### src/rtl/vision_pkg.sv
// Shared vision-pipeline constants and the centre-of-mass tracker state type.
package vision_pkg;

    localparam int HCOUNT_W = 11;
    localparam int VCOUNT_W = 10;

    typedef enum logic [1:0] {
        ACCUM  = 2'd0,
        DIVIDE = 2'd1,
        DONE   = 2'd2
    } com_state_t;

endpackage

### src/rtl/seq_divider.sv
// Restoring unsigned divider, one quotient bit per clock, WIDTH cycles per divide.
// A start_in while busy is ignored; valid_out pulses for one cycle with the result.
module seq_divider #(
    parameter int WIDTH = 32
) (
    input  logic             clk_in,
    input  logic             rst_in,
    input  logic             start_in,
    input  logic [WIDTH-1:0] dividend_in,
    input  logic [WIDTH-1:0] divisor_in,
    output logic [WIDTH-1:0] quotient_out,
    output logic [WIDTH-1:0] remainder_out,
    output logic             valid_out,
    output logic             busy_out
);

    localparam int CW = $clog2(WIDTH + 1);

    logic [WIDTH-1:0] quot_q;
    logic [WIDTH-1:0] divisor_q;
    logic [WIDTH:0]   rem_q;
    logic [CW-1:0]    step_q;
    logic             busy_q;
    logic             valid_q;

    logic [WIDTH:0]   rem_shift;
    logic [WIDTH:0]   rem_sub;
    logic             fits;

    // The dividend is shifted out of quot_q MSB-first while quotient bits fill in from the LSB.
    always_comb begin
        rem_shift = {rem_q[WIDTH-1:0], quot_q[WIDTH-1]};
        rem_sub   = rem_shift - {1'b0, divisor_q};
        fits      = (rem_shift >= {1'b0, divisor_q});
    end

    always_ff @(posedge clk_in) begin
        if (!rst_in) begin
            quot_q    <= '0;
            divisor_q <= '0;
            rem_q     <= '0;
            step_q    <= '0;
            busy_q    <= 1'b0;
            valid_q   <= 1'b0;
        end else begin
            valid_q <= 1'b0;
            if (start_in && !busy_q) begin
                quot_q    <= dividend_in;
                divisor_q <= divisor_in;
                rem_q     <= '0;
                step_q    <= '0;
                busy_q    <= 1'b1;
            end else if (busy_q) begin
                rem_q  <= fits ? rem_sub : rem_shift;
                quot_q <= {quot_q[WIDTH-2:0], fits};
                step_q <= step_q + CW'(1);
                if (step_q == CW'(WIDTH - 1)) begin
                    busy_q  <= 1'b0;
                    valid_q <= 1'b1;
                end
            end
        end
    end

    assign quotient_out  = quot_q;
    assign remainder_out = rem_q[WIDTH-1:0];
    assign valid_out     = valid_q;
    assign busy_out      = busy_q;

endmodule

### src/rtl/com_tracker.sv
// Per-frame centre-of-mass tracker: sums mask-true pixel coordinates, divides by count on frame end.
// Optional build macro COM_TRACKER_SMOOTH_EN averages each new centroid with the previous output.
module com_tracker
    import vision_pkg::*;
#(
    parameter int HCOUNT_W   = vision_pkg::HCOUNT_W,
    parameter int VCOUNT_W   = vision_pkg::VCOUNT_W,
    parameter int SUM_W      = 32,
    parameter int CNT_W      = 20,
    parameter int MIN_PIXELS = 16
) (
    input  logic                clk_in,
    input  logic                rst_in,
    input  logic [HCOUNT_W-1:0] x_in,
    input  logic [VCOUNT_W-1:0] y_in,
    input  logic                valid_in,
    input  logic                tabulate_in,
    output logic [HCOUNT_W-1:0] x_out,
    output logic [VCOUNT_W-1:0] y_out,
    output logic                valid_out,
    output logic                busy_out
);

    com_state_t state, next_state;

    logic [SUM_W-1:0]    x_sum, y_sum;
    logic [CNT_W-1:0]    count;
    logic                accept, enough, div_start;
    logic [SUM_W-1:0]    x_quot, y_quot, x_rem, y_rem;
    logic                x_div_valid, y_div_valid, x_div_busy, y_div_busy;
    logic [HCOUNT_W-1:0] x_next;
    logic [VCOUNT_W-1:0] y_next;
    logic                unused_div;

    assign accept    = (state == ACCUM) && tabulate_in;
    assign enough    = (count != '0) && (count >= CNT_W'(MIN_PIXELS));
    assign div_start = accept && enough;

    // A pixel coinciding with an accepted tabulate is the first pixel of the next frame.
    always_ff @(posedge clk_in) begin
        if (!rst_in) begin
            x_sum <= '0;
            y_sum <= '0;
            count <= '0;
        end else if (accept) begin
            x_sum <= valid_in ? SUM_W'(x_in) : '0;
            y_sum <= valid_in ? SUM_W'(y_in) : '0;
            count <= valid_in ? CNT_W'(1) : '0;
        end else if (valid_in) begin
            x_sum <= x_sum + SUM_W'(x_in);
            y_sum <= y_sum + SUM_W'(y_in);
            count <= count + CNT_W'(1);
        end
    end

    seq_divider #(.WIDTH(SUM_W)) u_x_div (
        .clk_in        (clk_in),
        .rst_in        (rst_in),
        .start_in      (div_start),
        .dividend_in   (x_sum),
        .divisor_in    (SUM_W'(count)),
        .quotient_out  (x_quot),
        .remainder_out (x_rem),
        .valid_out     (x_div_valid),
        .busy_out      (x_div_busy)
    );

    seq_divider #(.WIDTH(SUM_W)) u_y_div (
        .clk_in        (clk_in),
        .rst_in        (rst_in),
        .start_in      (div_start),
        .dividend_in   (y_sum),
        .divisor_in    (SUM_W'(count)),
        .quotient_out  (y_quot),
        .remainder_out (y_rem),
        .valid_out     (y_div_valid),
        .busy_out      (y_div_busy)
    );

    assign unused_div = ^{x_rem, y_rem, x_div_busy, y_div_busy,
                          x_quot[SUM_W-1:HCOUNT_W], y_quot[SUM_W-1:VCOUNT_W]};

    always_ff @(posedge clk_in) begin
        if (!rst_in) begin
            state <= ACCUM;
        end else begin
            state <= next_state;
        end
    end

    always_comb begin
        next_state = state;
        case (state)
            ACCUM:   if (div_start) next_state = DIVIDE;
            DIVIDE:  if (x_div_valid && y_div_valid) next_state = DONE;
            DONE:    next_state = ACCUM;
            default: next_state = ACCUM;
        endcase
    end

`ifdef COM_TRACKER_SMOOTH_EN
    logic                first_q;
    logic [HCOUNT_W:0]   x_avg;
    logic [VCOUNT_W:0]   y_avg;

    // The first centroid after reset has no history, so it loads unfiltered.
    always_comb begin
        x_avg  = {1'b0, x_out} + {1'b0, x_quot[HCOUNT_W-1:0]};
        y_avg  = {1'b0, y_out} + {1'b0, y_quot[VCOUNT_W-1:0]};
        x_next = first_q ? x_quot[HCOUNT_W-1:0] : x_avg[HCOUNT_W:1];
        y_next = first_q ? y_quot[VCOUNT_W-1:0] : y_avg[VCOUNT_W:1];
    end

    always_ff @(posedge clk_in) begin
        if (!rst_in) begin
            first_q <= 1'b1;
        end else if (state == DONE) begin
            first_q <= 1'b0;
        end
    end
`else
    assign x_next = x_quot[HCOUNT_W-1:0];
    assign y_next = y_quot[VCOUNT_W-1:0];
`endif

    always_ff @(posedge clk_in) begin
        if (!rst_in) begin
            x_out     <= '0;
            y_out     <= '0;
            valid_out <= 1'b0;
        end else begin
            valid_out <= 1'b0;
            if (state == DONE) begin
                x_out     <= x_next;
                y_out     <= y_next;
                valid_out <= 1'b1;
            end
        end
    end

    assign busy_out = (state == DIVIDE);

endmodule

### config.mk
export PLATFORM = sky130hd
export DESIGN_NAME = com_tracker
export DESIGN_NICKNAME = d
export VERILOG_FILES = /design/src/rtl/vision_pkg.sv /design/src/rtl/seq_divider.sv /design/src/rtl/com_tracker.sv
export SDC_FILE = /design/constraint.sdc
export NUM_CORES = 1
export LEC_CHECK = 0
export BUFFER_PORTS_ARGS = -buffer_cell sky130_fd_sc_hd__buf_2
export CORE_ASPECT_RATIO = 0.7
export CORE_MARGIN = 4
export CORE_UTILIZATION = 40
export DETAILED_ROUTE_END_ITERATION = 10
export PLACE_DENSITY = 0.55
export SLEW_MARGIN = 20
export SYNTH_ARGS = -nofsm -noshare
export SYNTH_HDL_FRONTEND = slang
export SYNTH_SLANG_ARGS = --single-unit
### constraint.sdc
create_clock -name clk_in -period 7.2 [get_ports clk_in]
set_input_delay 1.44 -clock clk_in [delete_from_list [all_inputs] [get_ports clk_in]]
set_output_delay 1.44 -clock clk_in [all_outputs]
set_load 0.01 [all_outputs]
==> results.tsv, run 1 <==
stage	metric	value	unit
worst_setup_path	crit path max fanout	5	
global_route	vias in the first global route	12700	
final_layout	Final #Nets	2062	
clocking	hold_buf cts	0	
route	drc violations	0	
clocking	post-cts gate resize count	0	
logic_synthesis	Netlist cell types	78	
sta	worst-margin pin slew	0.970	ns
final_layout	fraction of layout cells with a size suffix above 1	7.53	%
sta	fmax	0.263	GHz
logic_synthesis	synthesized area per cell	8.08	um2
final_layout	most common cell after layout, fill and taps aside	dfxtp_1	
sta	Final period util	52.9	%
logic_synthesis	Synth top area share	36.3	%
floorplanning	total die area	0.0435	mm2
run_status	status	complete, no violations	
worst_hold_path	hold crit path type	reg -> reg	
clocking	CTS tree	built	
pwr	Pwr Density	194	mW/mm2
pwr	leakage power	6.89	nW
global_route	pin count of the biggest net entering global routing	96	
logic_synthesis	Yosys warnings	0	
placed_design	post-DP HPWL	27700	um
route	via count	13400	
floorplanning	Rows	61	
floorplanning	Die W	248	um
route	routed wire length	40200	um
global_route	total track usage	18.4	%
logic_synthesis	Yosys reg bits	292	
worst_setup_path	Worst EP required	7.73	ns
logic_synthesis	post-synth top area cell	dfxtp_1	
sta	slew margin rel.	35.3	%
clocking	Root Driver	clkbuf_16	
worst_setup_path	reg-to-reg startpoint	u_x_div.divisor_q[18]	
clocking	H-tree lvl count	1	
clocking	CTS sink cnt	292	
clocking	latest clock arrival within the worst-skew pair	0.59	ns
floorplanning	chip height	176	um
logic_synthesis	Mapped Nets	2084	
clocking	Clock Path Buffers	3	
final_layout	most frequent cells in the layout	dfxtp_1, nand2_1, nor2_1	
worst_setup_path	Critical path origin	y_in[0]	
placed_design	Placer Congestion	0.846	
logic_synthesis	Synth async-reset ratio	0	%
logic_synthesis	Main synth FF type	dfxtp_1	
worst_setup_path	slowest stage delay, CP	0.67	ns
logic_synthesis	synthesized instance count	1990	
clocking	Clock Pin Slew Worst Setup and Hold Paths	0.06	ns
logic_synthesis	number of flops mapped to enable cells by yosys	0	
worst_hold_path	Min-Delay Startpoint	u_x_div.divisor_q[14]	
global_route	remaining global-route overflow	0	
worst_setup_path	WP data arrival	4.34	ns
route	drt first pass iters	6	
worst_setup_path	CP Cell Sequence	buf_2, ha_1, inv_1, fa_1, nor2b_1, o21ai_0, a21boi_0, o21ai_1, a2111oi_2, nor2_1, or4_1, nand2_1	
worst_setup_path	Worst path slowest cell	a2111oi_2	
clocking	CTS buffer count	30	
sta	post-layout min period	3.81	ns
floorplanning	io pins	48	
route	Vias/cell	5.32	
worst_setup_path	Startpoint Class	input port	
global_route	first-pass GRT wire length	67300	um
route	DR iter-0 viols	930	
placed_design	IO buf count	47	
placed_design	placed insts	2471	
sta	setup_tns	0	ns
final_layout	n_diodes	0	
sta	RSZ-0062 raised after global routing	false	
sta	final setup margin	3.39	ns
sta	Final setup viols	0	
floorplanning	initial core utilization	40.5	%
pwr	VDD IR-drop max	0.197	mV
worst_setup_path	CP Capture Type	flop	
sta	clk_skew	0.0165	ns
logic_synthesis	sequential share of the synthesized area	36.3	%
route	Antenna Violating Nets Remaining	0	
global_route	initial antenna violation count	2	
logic_synthesis	Mapped Area	0.0161	mm2
logic_synthesis	synth top area cells	dfxtp_1, nand2_1, ha_1	
placed_design	Setup Slack @ Placement	2.67	ns
route	WL/cell	15.9	um
final_layout	area delta synth->final	9.82	%
floorplanning	core area	0.0397	mm2
final_layout	non-filler instance count after layout	2527	
worst_setup_path	Setup CP Type	in -> reg	
sta	Final Hold Viols	0	
sta	Pins Over Slew Limit	0	
clocking	# Post-CTS Setup Buffers	0	
flow_run	Max-Cap Viols	0	
critical path: cells and delay by family:
| family | cells | cell delay [ns] |
|---|---|---|
| compound gates | 4 | 1.25 |
| fa+ha+maj | 2 | 0.59 |
| buf+inv | 2 | 0.18 |
| simple gates | 4 | 0.87 |
cell usage after synthesis (6+ instances only):
library cell  instances
nor3_1               41
nor3b_1              10
nor2_1              155
o21a_1               12
nor4_1               24
a21oi_1             111
nand4_1              21
clkbuf_1             90
ha_1                 65
nand2_1             287
a21boi_0             67
inv_1                74
or4_1                 6
o21bai_1              9
nand2b_1              7
xor2_1               47
o211ai_1             11
a211oi_1             24
and2_1               79
o31ai_1              10
xnor2_1              81
or2_2                 8
o21ai_0             150
a31oi_1              13
or3_1                12
buf_2                12
mux2i_1              72
a21o_1               18
and3_1               19
dfxtp_1             292
nand3_1              32
nor2b_1              25
a22oi_1              14
final cells by class:
cell class | count | area [um2]
Tap cell | 535 | 669
Timing Repair Buffer | 57 | 313
Multi-Input combinational cell | 1513 | 9530
Clock buffer | 43 | 870
Fill cell | 3993 | 22000
Inverter | 74 | 278
Clock inverter | 13 | 151
Sequential cell | 292 | 5850
sequential cells by signal, summed over array words and instances, names as in the netlist, 10 cells and up:
register	flops
u_x_div.rem_q	32
u_x_div.quotient_out	32
u_y_div.rem_q	32
x_out	11
u_x_div.divisor_q	20
y_out	10
x_sum	32
u_y_div.quotient_out	32
y_sum	32
u_y_div.divisor_q	20
count	20
kinds of logic (layout without fill, tap and decap cells):
logic type      count (synthesis)  after routing  synth area share [%]
simple gates                  752            752                  22.4
compound gates                488            488                  19.3
flops                         292            292                  36.3
buf+inv                       185            187                  4.67
xor+xnor                      128            128                  6.97
mux                            76             76                  4.76
fa+ha+maj                      69             69                  5.55
stage by stage:
| stage | total power, mW | utilization [%] | cell area (um2) | hold slack [ns] |
|---|---|---|---|---|
| finish | 3.42 | 44.5 | 17700 | 0.465 |
| detailed placement | 1.83 | 41.9 | 16600 | 0.459 |
| floorplan | 1.78 | - | 16100 | 0.443 |
| global route | 3.56 | 44.5 | 17700 | 0.485 |
| global placement | 1.83 | 41.9 | 16600 | 0.454 |
| CTS | 3.47 | 44.5 | 17700 | 0.467 |
per-layer routing:
layer / GRT usage, % / vias up / wire (um)
met5: 0 / - / 7
met4: 3.74 / 2 / 838
met3: 2.79 / 47 / 1600
met2: 26.3 / 213 / 15900
met1: 29.0 / 6303 / 21900
li1: - / 6869 / -
power breakdown:
part,internal (mW),total [mW],switching (mW)
Combinational,0.0601,0.163,0.103
Clock,0.945,1.63,0.682
Sequential,1.62,1.63,0.0105
worst paths after layout:
check	to	slack, ns	depth (start not counted)
max	y_sum[18]	3.39	12
min	u_x_div.divisor_q[14]	0.46	2
max reg2reg	u_x_div.rem_q[12]	3.64	11
min reg2reg	u_x_div.divisor_q[14]	0.46	2
Power figures use the tool's default switching activity.
==> run 2, diff against run 1 <==
ABC_AREA = 1   (was not set)
clock period = 3.9 ns   (was 7.2 ns; I/O delays follow)
==> run 2 against run 1 <==
Effect of this change: global-route usage is 2.6 points higher; sequential power up 85%; register-to-register slack worse by 2.6 ns; power grew 91%; area after synthesis up 9.1%; wire length increased by 27%; sequential cell count unchanged; cell count grew 33%; design area rose by 9.4%.
==> results.tsv, run 2 <==
stage	metric	value	unit	change
worst_setup_path	Setup CP Type	reg -> reg		
clocking	Clock Path Buffers	3		unchanged
clocking	CTS buffer count	31		+3.3%
logic_synthesis	post-synthesis xor/xnor area fraction	1.60	%	-5.4 points
route	DR iter-0 viols	1233		+33%
final_layout	Filler cells	4583		+15%
final_layout	Final #Nets	2850		+38%
route	routed wire length	51200	um	+27%
sta	slew margin rel.	39.8	%	+4.4 points
clocking	Root Driver	clkbuf_16		
worst_hold_path	Hold Crit Depth	2		unchanged
worst_hold_path	hold crit path type	reg -> reg		
global_route	remaining global-route overflow	0		unchanged
final_layout	Design Area, Final	0.0193	mm2	+9.4%
floorplanning	Die W	258	um	+4.3%
floorplanning	Rows	63		+3.3%
global_route	first-pass GRT wire length	83100	um	+23%
logic_synthesis	compound-gate portion of the synthesized area	14.5	%	-4.8 points
placed_design	post-DP HPWL	37400	um	+35%
route	Antenna Violating Nets Remaining	0		unchanged
sta	fmax	0.354	GHz	
final_layout	area delta synth->final	10.1	%	
sta	clk_skew	0.0139	ns	-0.00259 ns
pwr	total power	6.54	mW	+91%
clocking	post-cts gate resize count	0		unchanged
clocking	# Post-CTS Setup Buffers	0		unchanged
logic_synthesis	Netlist cell types	49		-37%
route	via count	17300		+29%
logic_synthesis	top-count cell post-synth	nand2_1		
logic_synthesis	Adder-Cell Fraction of Synth Area	5.09	%	-0.46 points
worst_setup_path	WP data arrival	3.29	ns	-1.05 ns
worst_setup_path	reg-to-reg startpoint	u_y_div.divisor_q[15]		
sta	Final setup viols	0		unchanged
sta	Pins Over Slew Limit	0		unchanged
route	drt first pass iters	5		-1
logic_synthesis	sequential share of the synthesized area	33.3	%	-3.0 points
logic_synthesis	Mapped Area	0.0176	mm2	+9.1%
pwr	leakage power	9.09	nW	+32%
logic_synthesis	Synth async-reset ratio	0	%	unchanged
pwr	VDD IR-drop max	0.355	mV	+80%
logic_synthesis	Synth top area share	33.3	%	-3.0 points
logic_synthesis	number of flops mapped to enable cells by yosys	0		unchanged
global_route	initial antenna violation count	0		-2
sta	worst-margin pin slew	0.898	ns	-0.0718 ns
route	Vias/cell	5.13		-3.4%
placed_design	DP Area	0.0182	mm2	+9.7%
flow_run	Max-Cap Viols	0		unchanged
logic_synthesis	post-synth top area cell	dfxtp_1		
floorplanning	core area	0.0429	mm2	+8.0%
logic_synthesis	mux cell area share after synthesis	0	%	-4.8 points
final_layout	most frequent cells in the layout	nand2_1, inv_1, dfxtp_1		
clocking	H-tree lvl count	1		unchanged
final_layout	fraction of layout cells with a size suffix above 1	6.51	%	-1.0 points
logic_synthesis	synth top area cells	dfxtp_1, nand2_1, inv_1		
clocking	Clock Pin Slew Worst Setup and Hold Paths	0.06	ns	about the same
floorplanning	chip height	183	um	+4.3%
clocking	CTS sink cnt	292		unchanged
final_layout	most common cell after layout, fill and taps aside	nand2_1		
sta	post-layout min period	2.82	ns	
worst_setup_path	CP Capture Type	flop		
worst_hold_path	Min-Delay Startpoint	u_y_div.valid_out		
worst_setup_path	RR Endpoint	u_y_div.rem_q[19]		
worst_setup_path	Startpoint Class	flop		
logic_synthesis	synthesized instance count	2755		+38%
logic_synthesis	Mapped Nets	2849		+37%
global_route	pin count of the biggest net entering global routing	63		-34%
worst_setup_path	Worst EP required	4.37	ns	-3.36 ns
route	WL/cell	15.2	um	-4.4%
floorplanning	initial core utilization	40.9	%	+0.40 points
route	drc violations	0		unchanged
sta	Final Hold Viols	0		unchanged
logic_synthesis	Yosys warnings	0		unchanged
pwr	Pwr Density	338	mW/mm2	+74%
final_layout	n_diodes	0		unchanged
logic_synthesis	Main synth FF type	dfxtp_1		
sta	Final period util	72.4	%	
floorplanning	total die area	0.0474	mm2	+8.8%
global_route	vias in the first global route	15800		+24%
worst_setup_path	reg2reg setup slack	1.08	ns	-2.56 ns
logic_synthesis	synthesized area per cell	6.37	um2	-21%
floorplanning	io pins	48		unchanged
logic_synthesis	Synth Area in Simple Gates	35.2	%	+13 points
clocking	CTS tree	built		
global_route	total track usage	21.0	%	+2.6 points
clocking	hold_buf cts	0		unchanged
worst_setup_path	crit path max fanout	33		+28
run_status	status	complete, no violations		
placed_design	Placer Congestion	0.935		+10%
logic_synthesis	largest family of logic cells by synthesized area	simple AND/OR/NAND/NOR gates		
placed_design	IO buf count	47		unchanged
final_layout	final core utilization	45.1	%	+0.56 points
worst_hold_path	Worst Hold Path EP	state[1]		
clocking	latest clock arrival within the worst-skew pair	0.60	ns	about the same
logic_synthesis	Synth top cells by count	nand2_1, inv_1, dfxtp_1		
worst_setup_path	Worst R2R Path Depth	12		+1
sta	setup_tns	0	ns	unchanged
logic_synthesis	Yosys reg bits	292		unchanged
sta	RSZ-0062 raised after global routing	false		
## run 2: cell count changes after synthesis, sizes merged, moves of 35 or more
cell	delta
mux2i	-72
nand2	+527
nand3	+169
xnor2	-61
nand3b	+43
inv	+288
clkbuf	-35
nor2	+96
a21boi	-64
xor2	-35
and2	-76
a21oi	+138
## run 2: per-stage QoR
step / setup WS (ns) / hold WS [ns] / cells
2_1_floorplan: 1.38 / 0.425 / 2755
3_3_place_gp: 1.00 / 0.451 / 3308
3_5_place_dp: 0.989 / 0.446 / 3308
4_1_cts: 1.08 / 0.450 / 3365
5_1_grt: 0.856 / 0.489 / 3365
6_report: 1.08 / 0.465 / 3365
## run 2: where the power goes
part,switching (mW),internal (mW)
Combinational,0.222,0.102
Sequential,0.0180,3.00
Clock,1.29,1.91
## run 2: routing by layer
layer	GRT usage (%)	wire (um)
met1	33.1	27100
met2	30.5	20400
met3	2.75	2770
met4	4.12	817
met5	0	0
## run 2: worst max path at each step
stage	slack, ns	cells past startpoint	end	startpoint
global route	0.86	14	u_x_div.rem_q[15]	u_x_div.divisor_q[18]
detailed placement	0.99	13	x_sum[30]	x_in[0]
floorplan	1.38	12	x_sum[30]	x_in[0]
global placement	1.00	13	x_sum[30]	x_in[0]
CTS	1.08	14	u_x_div.rem_q[15]	u_x_div.divisor_q[16]
finish	1.08	12	u_y_div.rem_q[19]	u_y_div.divisor_q[15]
## run 2: cell families (layout without fill, tap and decap cells)
logic type | after synthesis | after routing
XOR/XNOR | 32 | 32
flip-flops | 292 | 292
buffers and inverters | 462 | 487
AND/OR/NAND/NOR | 1428 | 1428
AO/OA/AOI/OAI | 472 | 472
adder cells (fa/ha/maj) | 69 | 69
## run 2: worst max-delay path, stage by stage (launching register included)
cell     delay (ns)
dfxtp_1        0.33
inv_1          0.05
ha_1           0.35
nand2_1        0.16
inv_1          0.05
a21oi_1        0.33
a21oi_4        0.15
nor2_8         0.37
nand2_4        0.36
nand2_1        0.33
nand2_1        0.08
nand2_1        0.06
a21oi_1        0.06
## run 2: layout make-up
class                      instances  area [um2]  area share, %
multi-input combinational       2001        9900           51.2
sequential                       292        5850           30.3
tap                              585         732           3.79
timing repair buffer              65         385           1.99
inverter                         365        1370           7.09
clock inverter                    13         205           1.06
clock buffer                      44         885           4.58
==> run 3, diff against run 2 <==
ABC_AREA = 0   (was 1)
clock period = 2.6 ns   (was 3.9 ns; I/O delays follow)
==> run 3 against run 2 <==
Effect of this change: the flow now finishes with violations (negative setup slack); register-to-register slack got worse by 1.2 ns; first-iteration DRC count fell by 26%; fmax rose by 3.8%; combinational power rose by 81%; clock skew rose by 0.015 ns; sequential cell count did not move; hold slack got worse by 0.15 ns; global-route usage fell by 1.3 points; wire length fell by 13%; core utilization rose by 7.5 points; critical path depth did not move.
==> results.tsv, run 3 (synthesis results as in run 1) <==
stage	metric	value	unit	change
run_status	status	finished with violations		
run_status	violated checks	negative setup slack		
sta	slew margin rel.	44.3	%	+4.5 points
clocking	CTS buffer count	30		-3.2%
floorplanning	Die W	248	um	-4.1%
floorplanning	io pins	48		unchanged
route	routed wire length	44700	um	-13%
floorplanning	core area	0.0397	mm2	-7.4%
worst_hold_path	hold crit path type	in -> reg		
worst_setup_path	Buf/Inv on CP	4		+2
floorplanning	initial core utilization	40.5	%	-0.40 points
route	Vias/cell	5.24		+2.0%
worst_setup_path	cell mode on critical path	a21oi_1		
global_route	initial antenna violation count	3		+3
worst_setup_path	Worst EP required	3.05	ns	-1.32 ns
worst_setup_path	reg2reg setup slack	-0.12	ns	-1.20 ns
sta	fmax	0.368	GHz	+3.8%
worst_setup_path	crit path max fanout	4		-88%
worst_setup_path	CP Capture Type	flop		
sta	final setup margin	-0.119	ns	-1.20 ns
worst_setup_path	CP endpoint	u_y_div.rem_q[10]		
worst_setup_path	CP top delay family	compound AO/OA/AOI/OAI gates		
worst_setup_path	WP data arrival	3.17	ns	-0.12 ns
worst_setup_path	RR Endpoint	u_y_div.rem_q[10]		
route	Antenna Violating Nets Remaining	0		unchanged
sta	Final Hold Viols	0		unchanged
clocking	Root Driver	clkbuf_16		
clocking	Clock Pin Slew Worst Setup and Hold Paths	0.06	ns	about the same
worst_setup_path	Worst R2R Path Depth	12		unchanged
global_route	pin count of the biggest net entering global routing	73		+16%
final_layout	final core utilization	52.6	%	+7.5 points
worst_setup_path	Worst path slowest cell	dfxtp_1		
placed_design	Placer Congestion	0.856		-8.5%
worst_setup_path	Startpoint Class	flop		
clocking	latest clock arrival within the worst-skew pair	0.60	ns	about the same
global_route	vias in the first global route	13900		-12%
floorplanning	Rows	61		-3.2%
placed_design	DP Area	0.0184	mm2	+1.0%
worst_setup_path	reg-to-reg startpoint	u_y_div.divisor_q[16]		
clocking	Clock Path Buffers	3		unchanged
route	drc violations	0		unchanged
final_layout	most frequent cells in the layout	nand2_1, dfxtp_1, buf_4		
route	drt first pass iters	5		unchanged
sta	post-layout min period	2.72	ns	-0.105 ns
pwr	Pwr Density	472	mW/mm2	+40%
global_route	total track usage	19.7	%	-1.3 points
clocking	CTS sink cnt	292		unchanged
final_layout	Design Area, Final	0.0209	mm2	+8.0%
worst_setup_path	slowest stage delay, CP	0.33	ns	-0.04 ns
final_layout	most common cell after layout, fill and taps aside	nand2_1		
placed_design	IO buf count	47		unchanged
sta	Pins Over Slew Limit	0		unchanged
floorplanning	total die area	0.0435	mm2	-8.1%
route	DR iter-0 viols	907		-26%
clocking	H-tree lvl count	1		unchanged
worst_hold_path	Min-Delay Startpoint	x_in[3]		
final_layout	area delta synth->final	29.7	%	
pwr	VDD IR-drop max	0.623	mV	+75%
route	via count	14500		-16%
final_layout	fraction of layout cells with a size suffix above 1	24.7	%	+18 points
pwr	leakage power	8.43	nW	-7.2%
flow_run	Max-Cap Viols	0		unchanged
clocking	CTS tree	built		
worst_setup_path	CP Cell Sequence	inv_1, ha_4, buf_4, a21oi_1, o21ai_0, a31oi_2, o2111ai_4, or2_4, buf_6, buf_12, mux2i_1, a21oi_1		
sta	RSZ-0062 raised after global routing	true		
worst_setup_path	WP depth	12		unchanged
global_route	first-pass GRT wire length	71800	um	-14%
placed_design	post-DP HPWL	31100	um	-17%
worst_setup_path	Critical path origin	u_y_div.divisor_q[16]		
worst_setup_path	Setup CP Type	reg -> reg		
floorplanning	chip height	176	um	-4.1%
route	WL/cell	16.1	um	+6.0%
final_layout	Final #Nets	2308		-19%
sta	worst-margin pin slew	0.832	ns	-0.0657 ns
global_route	remaining global-route overflow	0		unchanged
sta	Final setup viols	31		+31
sta	clk_skew	0.0289	ns	+0.0150 ns
sta	Final period util	105	%	+32 points
## run 3: worst min-delay path, delay by kind of cell
family	cells	cell delay, ns
compound gates	2	0.12
buf+inv	1	0.10
simple gates	2	0.14
## run 3: per-layer routing
| metal | track usage [%] | share of wire (%) |
|---|---|---|
| met3 | 3.33 | 4.1 |
| met2 | 29.7 | 42 |
| met1 | 29.6 | 52 |
| met5 | 0 | 0.029 |
| met4 | 3.95 | 2.0 |
## run 3: repair_timing
item	CTS	global route
pin swaps	68	71
hold buffers	0	0
setup buffers	14	21
endpoints found under the setup margin	78	145
resized for setup	81	137
cloned	1	3
## run 3: layout make-up
cell class              count  area, um2
repair buffers            303       2370
well taps                 535        669
inverters                  74        278
clock buffers              41        862
multi-input cells        1513      10600
fillers                  3801      18800
diodes                      1       2.50
flip-flops and latches    292       5880
clock inverters            15        236
## run 3: worst min-delay path by stage
stage | cells after the start | endpoint | slack [ns]
global route | 5 | y_sum[0] | 0.33
finish | 5 | x_sum[3] | 0.31
floorplan | 2 | u_x_div.divisor_q[17] | 0.44
detailed placement | 2 | x_out[5] | 0.46
CTS | 5 | x_sum[0] | 0.27
global placement | 2 | x_out[10] | 0.45
## run 3: power breakdown
group	internal [mW]	switching, mW	total, mW
Sequential	4.49	0.0261	4.52
Combinational	0.255	0.332	0.587
Clock	2.83	1.92	4.75
## run 3: metrics by stage
step | cells | setup TNS, ns | power (mW) | hold slack [ns] | setup slack (ns)
6_report | 2774 | -1.62 | 9.86 | 0.313 | -0.119
2_1_floorplan | 1990 | -0.105 | 4.95 | 0.443 | -0.0483
5_1_grt | 2774 | -4.89 | 10.2 | 0.327 | -0.224
3_3_place_gp | 2681 | -11.85 | 5.15 | 0.453 | -0.332
3_5_place_dp | 2681 | -15.40 | 5.16 | 0.456 | -0.357
4_1_cts | 2752 | -0.890 | 9.96 | 0.272 | -0.0974
